<file path="src/rtl/conv_enc_pkg.sv">
`default_nettype none
// ============================================================================
//  Module      : conv_enc_pkg
//  Description : Shared definitions for the convolutional-encoder frame
//                controller: FSM state type, default constraint length and
//                the generator polynomials used by the encoder.
//  Revision    : 1.0  initial release
// ============================================================================
package conv_enc_pkg;

    // Default encoder constraint length; the tail is K-1 zero bits.
    localparam int unsigned K_DEFAULT = 3;

    // Generator polynomials (octal 7 and 5); MSB taps the newest bit.
    localparam logic [2:0] G0 = 3'b111;
    localparam logic [2:0] G1 = 3'b101;

    // Frame sequencer state encoding.
    localparam logic [2:0] ST_IDLE  = 3'd0;
    localparam logic [2:0] ST_CLEAR = 3'd1;
    localparam logic [2:0] ST_DATA  = 3'd2;
    localparam logic [2:0] ST_TAIL  = 3'd3;
    localparam logic [2:0] ST_DRAIN = 3'd4;

    typedef enum logic [2:0] {
        IDLE  = ST_IDLE,
        CLEAR = ST_CLEAR,
        DATA  = ST_DATA,
        TAIL  = ST_TAIL,
        DRAIN = ST_DRAIN
    } state_t;

endpackage
`default_nettype wire

</file>
<file path="src/rtl/conv_enc_frame_ctrl_sym_buf.sv">
`default_nettype none
// ============================================================================
//  Module      : sym_buf
//  Description : Two-entry code-symbol serialiser. A load captures both
//                symbols {g1,g0} of one encoder shift; g0 leaves first, then
//                g1. Flags the final symbol of the frame.
//  Revision    : 1.0  initial release
// ============================================================================
module sym_buf (
    input  logic       clock,
    input  logic       reset,
    input  logic       load,
    input  logic [1:0] sym,
    input  logic       load_last,
    input  logic       out_ready,
    output logic       can_load,
    output logic       out_bit,
    output logic       out_valid,
    output logic       out_last
);

    logic       r_g0;
    logic       r_g1;
    logic [1:0] r_cnt;
    logic       r_last;
    logic       w_consume;

    assign out_valid = (r_cnt != 2'd0);
    assign w_consume = out_valid && out_ready;

    // A load is safe when empty, or when the single remaining symbol leaves this cycle.
    assign can_load  = (r_cnt == 2'd0) || ((r_cnt == 2'd1) && out_ready);

    // Head of the buffer: g0 while both are held, g1 once g0 has gone.
    assign out_bit   = out_valid && ((r_cnt == 2'd2) ? r_g0 : r_g1);
    assign out_last  = (r_cnt == 2'd1) && r_last;

    // Load overwrites both entries; otherwise a handshake pops one symbol.
    always_ff @(posedge clock or posedge reset) begin
        if (reset) begin
            r_g0   <= 1'b0;
            r_g1   <= 1'b0;
            r_cnt  <= 2'd0;
            r_last <= 1'b0;
        end else if (load) begin
            r_g0   <= sym[0];
            r_g1   <= sym[1];
            r_cnt  <= 2'd2;
            r_last <= load_last;
        end else if (w_consume) begin
            r_cnt  <= r_cnt - 2'd1;
        end
    end

endmodule
`default_nettype wire

</file>
<file path="src/rtl/conv_enc_frame_ctrl.sv">
`default_nettype none
// ============================================================================
//  Module      : conv_enc_frame_ctrl
//  Description : Frame sequencer for the rate-1/2 convolutional encoder.
//                Clears the encoder, feeds frame_len data bits then K-1 zero
//                tail bits, and serialises the code symbols one per cycle.
//  Revision    : 1.0  initial release
// ============================================================================
module conv_enc_frame_ctrl
    import conv_enc_pkg::*;
#(
    parameter int unsigned K     = K_DEFAULT,
    parameter int unsigned LEN_W = 16
) (
    input  logic             clock,
    input  logic             reset,
    input  logic             start,
    input  logic [LEN_W-1:0] frame_len,
    input  logic             in_bit,
    input  logic             in_valid,
    output logic             in_ready,
    output logic             enc_clear,
    output logic             enc_shift,
    output logic             enc_bit,
    input  logic [1:0]       enc_sym,
    output logic             out_bit,
    output logic             out_valid,
    input  logic             out_ready,
    output logic             out_last,
    output logic             busy,
    output logic             done
);

    localparam int TW = $clog2(K);

    state_t           r_state;
    logic [LEN_W-1:0] r_remain;
    logic [TW-1:0]    r_tail;
    logic             r_done;

    logic w_can_shift;
    logic w_take;
    logic w_tail_shift;
    logic w_last_tail;
    logic w_out_last;
    logic w_final_hs;

    assign w_take       = (r_state == DATA) && in_valid && w_can_shift;
    assign w_tail_shift = (r_state == TAIL) && w_can_shift;
    assign w_last_tail  = w_tail_shift && (r_tail == TW'(K - 2));
    // Only g1 of the last tail shift carries the last flag, so this is the frame's final handshake.
    assign w_final_hs   = (r_state == DRAIN) && w_out_last && out_ready;

    assign in_ready  = (r_state == DATA) && w_can_shift;
    assign enc_clear = (r_state == CLEAR);
    assign enc_shift = w_take || w_tail_shift;
    assign enc_bit   = (r_state == DATA) && in_bit;
    assign busy      = (r_state != IDLE);
    assign done      = r_done;
    assign out_last  = w_out_last;

    // Frame sequencing: state, remaining data bits and tail shifts issued.
    always_ff @(posedge clock or posedge reset) begin
        if (reset) begin
            r_state  <= IDLE;
            r_remain <= '0;
            r_tail   <= '0;
            r_done   <= 1'b0;
        end else begin
            r_done <= 1'b0;
            case (r_state)
                IDLE: begin
                    if (start) begin
                        r_remain <= frame_len;
                        r_state  <= CLEAR;
                    end
                end
                CLEAR: begin
                    r_tail  <= '0;
                    r_state <= (r_remain == '0) ? TAIL : DATA;
                end
                DATA: begin
                    if (w_take) begin
                        r_remain <= r_remain - LEN_W'(1);
                        if (r_remain == LEN_W'(1)) begin
                            r_state <= TAIL;
                        end
                    end
                end
                TAIL: begin
                    if (w_tail_shift) begin
                        if (w_last_tail) begin
                            r_state <= DRAIN;
                        end else begin
                            r_tail <= r_tail + TW'(1);
                        end
                    end
                end
                DRAIN: begin
                    if (w_final_hs) begin
                        r_done  <= 1'b1;
                        r_state <= IDLE;
                    end
                end
                default: r_state <= IDLE;
            endcase
        end
    end

    sym_buf u_sym_buf (
        .clock     (clock),
        .reset     (reset),
        .load      (enc_shift),
        .sym       (enc_sym),
        .load_last (w_last_tail),
        .out_ready (out_ready),
        .can_load  (w_can_shift),
        .out_bit   (out_bit),
        .out_valid (out_valid),
        .out_last  (w_out_last)
    );

endmodule
`default_nettype wire

</file>
<file path="config.mk">
export PLATFORM = sky130hd
export DESIGN_NAME = conv_enc_frame_ctrl
export DESIGN_NICKNAME = d
export VERILOG_FILES = /design/src/rtl/conv_enc_pkg.sv /design/src/rtl/conv_enc_frame_ctrl_sym_buf.sv /design/src/rtl/conv_enc_frame_ctrl.sv
export SDC_FILE = /design/constraint.sdc
export NUM_CORES = 1
export LEC_CHECK = 0
export ABC_AREA = 1
export CAP_MARGIN = 20
export CELL_PAD_IN_SITES_DETAIL_PLACEMENT = 2
export CELL_PAD_IN_SITES_GLOBAL_PLACEMENT = 2
export CORE_MARGIN = 5
export CORE_UTILIZATION = 28
export CTS_CLUSTER_DIAMETER = 200
export DETAILED_ROUTE_END_ITERATION = 16
export PLACE_DENSITY_LB_ADDON = 0.08
export RECOVER_POWER = 50
export SLEW_MARGIN = 30
export SYNTH_ARGS = -nofsm -noshare
export SYNTH_HDL_FRONTEND = slang
export SYNTH_SLANG_ARGS = --single-unit
</file>
<file path="constraint.sdc">
create_clock -name clock -period 2.2 [get_ports clock]
set_clock_uncertainty 0.1 [all_clocks]
set_input_delay 0.33 -clock clock [delete_from_list [all_inputs] [get_ports clock]]
set_output_delay 0.33 -clock clock [all_outputs]
set_load 0.02 [all_outputs]
</file>
==> reports/qor.csv, run 1 <==
metric,value,unit
number of core rows,30,
number of I/O pins,33,
wire length of the first global-routing pass,10200,µm
width of the chip,92.7,µm
total number of vias,2005,
worst reg-to-reg setup slack,0.30,ns
final setup TNS,0,ns
worst setup slack before clock tree synthesis,-0.227,ns
crit share post-route,91.8,%
Max Transition Viols Final,0,
largest cells by area after synthesis,"sky130_fd_sc_hd__dfrtp_1 (35%), sky130_fd_sc_hd__nand2_1 (22%), sky130_fd_sc_hd__nor2_1 (9.8%)",
final setup slack of the worst path,0.180,ns
fill cell total of the finished layout,828,
count of buffers from port buffering,32,
syn_nets,328,
average wire length per cell after detail routing,14.1,µm
vias per inst,4.73,
ant diodes,0,
count of maximum capacitance violations,0,
sequential-to-total area share from yosys stat,35.3,%
number of buffers between clock root and the deepest sink,2,
"slowest stage delay, CP",0.40,ns
final setup vio count,0,
element type at the critical path start,flop,
top_reg_cell synth,sky130_fd_sc_hd__dfrtp_1,
GR Util All Layers,14.7,%
total power consumption of the routed design,3340,µW
CTS Root Cell,sky130_fd_sc_hd__clkbuf_8,
CTS tree,built,
Worst Tran Pin Value,0.761,ns
1st-iter DRT viols,35,
outcome,finished clean,
TritonCTS sink count,27,
synth warn,0,
Synth top cells by count,"sky130_fd_sc_hd__nand2_1 (112), sky130_fd_sc_hd__nor2_1 (50), sky130_fd_sc_hd__inv_1 (31), sky130_fd_sc_hd__dfrtp_1 (27), sky130_fd_sc_hd__nand3_1 (23)",
DRC Markers,0,
"Avg Cell Area, Syn",6.43,µm²
largest vdd supply drop,0.000528,V
Detailed Route WL,5990,µm
total leakage power,0.00128,µW
footprint of the multi-input gates,0.00106,mm²
clock-pin slew on the worst setup and hold paths,0.11,ns
reg-to-reg critical path endpoint,r_remain[1],
type of the tightest min-delay check,flop to flop,
"Cell Area, Synth",0.00192,mm²
setup repair after global routing missed its margin,false,
Worst Reg-to-Reg Cells,10,
library cell with the largest summed area after synthesis,sky130_fd_sc_hd__dfrtp_1,
most common cell in the netlist,sky130_fd_sc_hd__nand2_1,
initial cell density of the core,28.5,%
total die area,0.00860,mm²
share of the synthesized area in the top cell type,35.3,%
count of antenna-violating nets left after detailed routing,0,
"Data arrival, critical path",1.59,ns
crit path max fanout,3,
Gate Count Post-Synth,298,
die span in y,92.7,µm
"Net count, final",375,
gr ovfl total,0,
maximum number of pins on one net before global-route repair,28,
f_max,0.495,GHz
Unique masters post-synth,25,
ys async rst share,100,%
Worst Hold Endpoint,u_sym_buf.r_g1,
power per unit of standard cell area,1360,mW/mm²
Post-CTS Hold Buffers,0,
final period demand of the worst path,2.02,ns
share of cells above drive strength 1,11.3,%
critical path's slowest cell,sky130_fd_sc_hd__dfrtp_1,
Clock Latency Late Sink,0.29,ns
"EDFF count, synth",0,
standard cell core area,0.00672,mm²
CP Data Required Time,1.77,ns
number of antenna violations at the first check in global routing,0,
beginning of the worst hold path,u_sym_buf.r_g1,
critical path start-end classification,flop to output pin,
post-synthesis register bit count,27,
number of buffers created by CTS,3,
kind of capture point of the worst setup path,output pin,
Critical R2R Launch,u_sym_buf.r_cnt[1],
Placer Congestion,0.800,
Slew Limit Headroom,49.2,%
H-Tree Level Count,1,
cell family contributing the most delay on the critical path,buffers and inverters,
area taken by flip-flops and latches,677,µm²
number of global-route vias before repair,2200,
final hold violations,0,
cell-by-cell trace of the critical path,"inv_1, ha_1, inv_1, nand2_2, inv_4, nor2_4, nor2_4, inv_2, buf_2",
HPWL after detailed placement,4730,µm
area grow syn2layout,27.6,%
detailed-routing iteration count for the pre-antenna-repair pass,4,
Hold Path Stages,2,
buffers plus inverters on the worst setup path,5,
[per-layer routing]
metal | GRT usage [%] | vias to the layer above | share of wire [%]
met5 | 0 | - | 0
met4 | 1.83 | 0 | 0.48
met3 | 2.68 | 2 | 2.8
met2 | 28.2 | 22 | 52
met1 | 17.5 | 970 | 45
li1 | - | 1011 | -
[metrics by stage]
stage	utilization, %	instance area (µm²)	cells	hold slack (ns)
global placement	35.8	2400	420	0.362
floorplan	-	1920	298	0.283
detailed placement	35.8	2400	420	0.368
finish	36.4	2440	424	0.394
CTS	36.5	2450	424	0.335
global route	36.4	2440	424	0.440
[where the power goes]
part	leakage, µW	switching (µW)	total [µW]	internal [µW]
Clock	0.0000255	187	315	128
Combinational	0.000917	1310	2070	762
Sequential	0.000338	228	949	721
[area by class of cell]
| type | instances | area share (%) |
|---|---|---|
| Multi-Input combinational cell | 230 | 43.3 |
| Sequential cell | 27 | 27.7 |
| Timing Repair Buffer | 49 | 17.7 |
| Inverter | 34 | 5.32 |
| Tap cell | 80 | 4.09 |
| Clock buffer | 3 | 1.69 |
| Clock inverter | 1 | 0.205 |
[cells in the final DEF, fill, tap and decap left out, drive strengths merged]
cell	n
a21oi	3
buf	16
clkbuf	7
clkdlybuf4s50	23
clkinv	1
dfrtp	27
dlygate4sd2	2
dlygate4sd3	1
dlymetal6s2s	3
ha	6
inv	34
nand2	115
nand3	24
nand3b	5
nor2	54
nor3	1
nor4	1
o211ai	1
o21ai	19
o21bai	1
[worst reg2reg max path, delay by kind of cell (launching register included)]
family | cells | cell delay [ns]
AND/OR/NAND/NOR | 3 | 0.27
buffers and inverters | 4 | 0.56
AO/OA/AOI/OAI | 2 | 0.29
flip-flops | 1 | 0.40
adder cells (fa/ha/maj) | 1 | 0.17
[state kept, by name, summed over array words and instances (netlist names)]
register and cells:
r_state 3, r_remain 16, u_sym_buf.r_g0 1, done 1, r_tail 2, u_sym_buf.r_g1 1, u_sym_buf.r_last 1, u_sym_buf.r_cnt 2
[cell families (layout without fill, tap and decap cells)]
logic type	count (synthesis)	count (layout)	share of synthesized area [%]
simple gates	200	200	43.9
buf+inv	41	87	9.80
fa+ha+maj	6	6	3.92
flops	27	27	35.3
compound gates	24	24	7.12
[timing repair]
item | CTS | global route
endpoints found under the setup margin | 6 | 6
setup buffers | 0 | 0
resized for setup | 9 | 11
[worst max-delay path by stage]
stage	slack, ns	start	end	cells after the start
finish	0.18	u_sym_buf.r_cnt[0]	enc_shift	9
global route	0.03	u_sym_buf.r_cnt[0]	out_bit	7
CTS	0.01	u_sym_buf.r_cnt[0]	out_bit	7
detailed placement	-0.23	out_ready	enc_shift	8
global placement	-0.15	out_ready	enc_shift	8
floorplan	0.45	u_sym_buf.r_cnt[0]	enc_shift	8
(Power assumes the default switching activity.)
==> inputs of run 2 (changes only) <==
Settings changed: CORE_MARGIN 5 to default, SLEW_MARGIN 30 to 40.
==> run 2 against run 1 <==
  * Combinational power up 3%
  * Setup slack worse by 0.090 ns
  * Critical path depth down 4
  * Register-to-register slack better by 0.03 ns
  * Via count up 0.80%
  * Non-clock buffer count up 1
  * Routed wire length up 0.53%
  * Total power up 2.0%
==> reports/qor.csv, run 2 (synthesis results as in run 1) <==
metric,value,unit,change
Worst Reg-to-Reg Cells,12,,+2
DRC Markers,0,,unchanged
worst reg-to-reg setup slack,0.33,ns,+0.03 ns
Hold Path Stages,2,,unchanged
final hold violations,0,,unchanged
crit share post-route,95.9,%,+4.1 points
CTS Root Cell,sky130_fd_sc_hd__clkbuf_8,,
"Data arrival, critical path",1.68,ns,+0.09 ns
element type at the critical path start,flop,,
number of antenna violations at the first check in global routing,0,,unchanged
Placer Congestion,0.741,,-7.4%
total leakage power,0.00126,µW,-1.3%
vias per inst,4.79,,+1.3%
total number of vias,2021,,+0.80%
GR Util met3,2.36,%,-0.32 points
type of the tightest min-delay check,flop to flop,,
"Core Util, Final",37.9,%,+1.5 points
GR Util All Layers,18.7,%,+4.0 points
H-Tree Level Count,1,,unchanged
average wire length per cell after detail routing,14.3,µm,+1.0%
global route hottest layer,met2,,
Slew Limit Headroom,49.4,%,+0.17 points
number of core rows,29,,-3.3%
crit path max fanout,2,,-1
setup repair after global routing missed its margin,false,,
Placed Cells,417,,-0.71%
register containing the most flip-flops in the final layout,r_remain,,
number of global-route vias before repair,2191,,-0.41%
reg-to-reg critical path endpoint,r_remain[7],,
initial cell density of the core,29.7,%,+1.1 points
ant diodes,0,,unchanged
largest vdd supply drop,0.000500,V,-5.2%
beginning of the worst hold path,u_sym_buf.r_last,,
total power consumption of the routed design,3400,µW,+2.0%
width of the chip,84.7,µm,-8.6%
count of antenna-violating nets left after detailed routing,0,,unchanged
share of cells above drive strength 1,11.9,%,+0.55 points
most common library cell in the layout ignoring fill and taps,sky130_fd_sc_hd__nand2_1,,
HPWL after detailed placement,4810,µm,+1.7%
global-route track usage on met2,33.0,%,+4.8 points
standard cell core area,0.00646,mm²,-3.9%
registers with the most flip-flops,"r_remain x16, r_state x3",,
count of maximum capacitance violations,0,,unchanged
critical path start-end classification,flop to output pin,,
global routing usage on met1,24.1,%,+6.6 points
1st-iter DRT viols,47,,+34%
flip-flop count of the largest register after layout,16,,unchanged
CTS tree,built,,
area grow syn2layout,27.8,%,
Worst Hold Endpoint,u_sym_buf.r_last,,
"Net count, final",376,,+0.27%
final setup vio count,0,,unchanged
Max Transition Viols Final,0,,unchanged
TritonCTS sink count,27,,unchanged
count of buffers from port buffering,32,,unchanged
Critical R2R Launch,u_sym_buf.r_cnt[1],,
fill cell total of the finished layout,780,,-5.8%
Worst Tran Pin Value,0.759,ns,-0.00259 ns
kind of capture point of the worst setup path,output pin,,
die span in y,84.7,µm,-8.6%
total die area,0.00718,mm²,-17%
power per unit of standard cell area,1390,mW/mm²,+1.9%
number of buffers created by CTS,3,,unchanged
number of I/O pins,33,,unchanged
Post-CTS Hold Buffers,0,,unchanged
Detailed Route WL,6020,µm,+0.53%
Clock Latency Late Sink,0.29,ns,about the same
f_max,0.474,GHz,-4.3%
wire length of the first global-routing pass,10600,µm,+4.5%
gr ovfl total,0,,unchanged
"commonest cells after routing, fill and taps aside","sky130_fd_sc_hd__nand2_1 (113), sky130_fd_sc_hd__nor2_1 (49), sky130_fd_sc_hd__inv_1 (31)",,
maximum number of pins on one net before global-route repair,28,,unchanged
CP Data Required Time,1.77,ns,about the same
outcome,finished clean,,
count of non-filler cells in the finished layout,422,,-0.47%
final period demand of the worst path,2.11,ns,+0.0897 ns
detailed-routing iteration count for the pre-antenna-repair pass,4,,unchanged
number of buffers between clock root and the deepest sink,2,,unchanged
clock-pin slew on the worst setup and hold paths,0.10,ns,about the same
[run 2: area by class of cell]
class                      instances  area, µm²  share of cell area (%)
inverter                          34        130                    5.32
clock inverter                     1       5.00                   0.204
sequential                        27        677                    27.7
clock buffer                       3       41.3                    1.69
multi-input combinational        230       1060                    43.3
timing repair buffer              50        438                    17.9
tap                               77       96.3                    3.94
[run 2: worst max path at each step]
stage                                  start  slack (ns)  cells past startpoint         to
after floorplan           u_sym_buf.r_cnt[0]        0.45                      8  enc_shift
final                     u_sym_buf.r_cnt[1]        0.09                      5   out_last
after global placement             out_ready       -0.16                      8  enc_shift
after detailed placement           out_ready       -0.21                      8  enc_shift
after global routing      u_sym_buf.r_cnt[1]       0.003                      5   out_last
after CTS                 u_sym_buf.r_cnt[1]      -0.005                      8   in_ready
[run 2: layer usage]
metal	vias to the layer above	wire length (µm)
met5	-	0
met4	0	80
met3	7	127
met2	23	3030
met1	980	2790
li1	1011	-
[run 2: what timing repair did]
| item | in CTS | in global routing |
|---|---|---|
| setup endpoints to repair | 6 | 5 |
| resized for setup | 11 | 7 |
| buffers inserted | 0 | 1 |
[run 2: power breakdown]
| part | switching [µW] | leakage (µW) | internal (µW) |
|---|---|---|---|
| clock network | 183 | 0.0000255 | 128 |
| registers | 229 | 0.000338 | 721 |
| logic | 1350 | 0.000901 | 796 |
| total | 1760 | 0.00126 | 1650 |
[run 2: through the flow]
stage | setup TNS (ns) | hold WS (ns) | instance area (µm²) | setup WS [ns]
after floorplan | 0 | 0.283 | 1920 | 0.446
after global placement | -0.220 | 0.361 | 2400 | -0.163
after detailed placement | -0.275 | 0.367 | 2400 | -0.211
after CTS | -0.00548 | 0.317 | 2450 | -0.00548
after global routing | 0 | 0.422 | 2450 | 0.00276
final | 0 | 0.384 | 2450 | 0.0905
[run 2: critical path: stages (launching register included)]
cell and delay, ns:
sky130_fd_sc_hd__dfrtp_1 0.39, sky130_fd_sc_hd__inv_1 0.09, sky130_fd_sc_hd__ha_2 0.19, sky130_fd_sc_hd__nand2_1 0.05, sky130_fd_sc_hd__inv_1 0.07, sky130_fd_sc_hd__clkdlybuf4s50_1 0.60
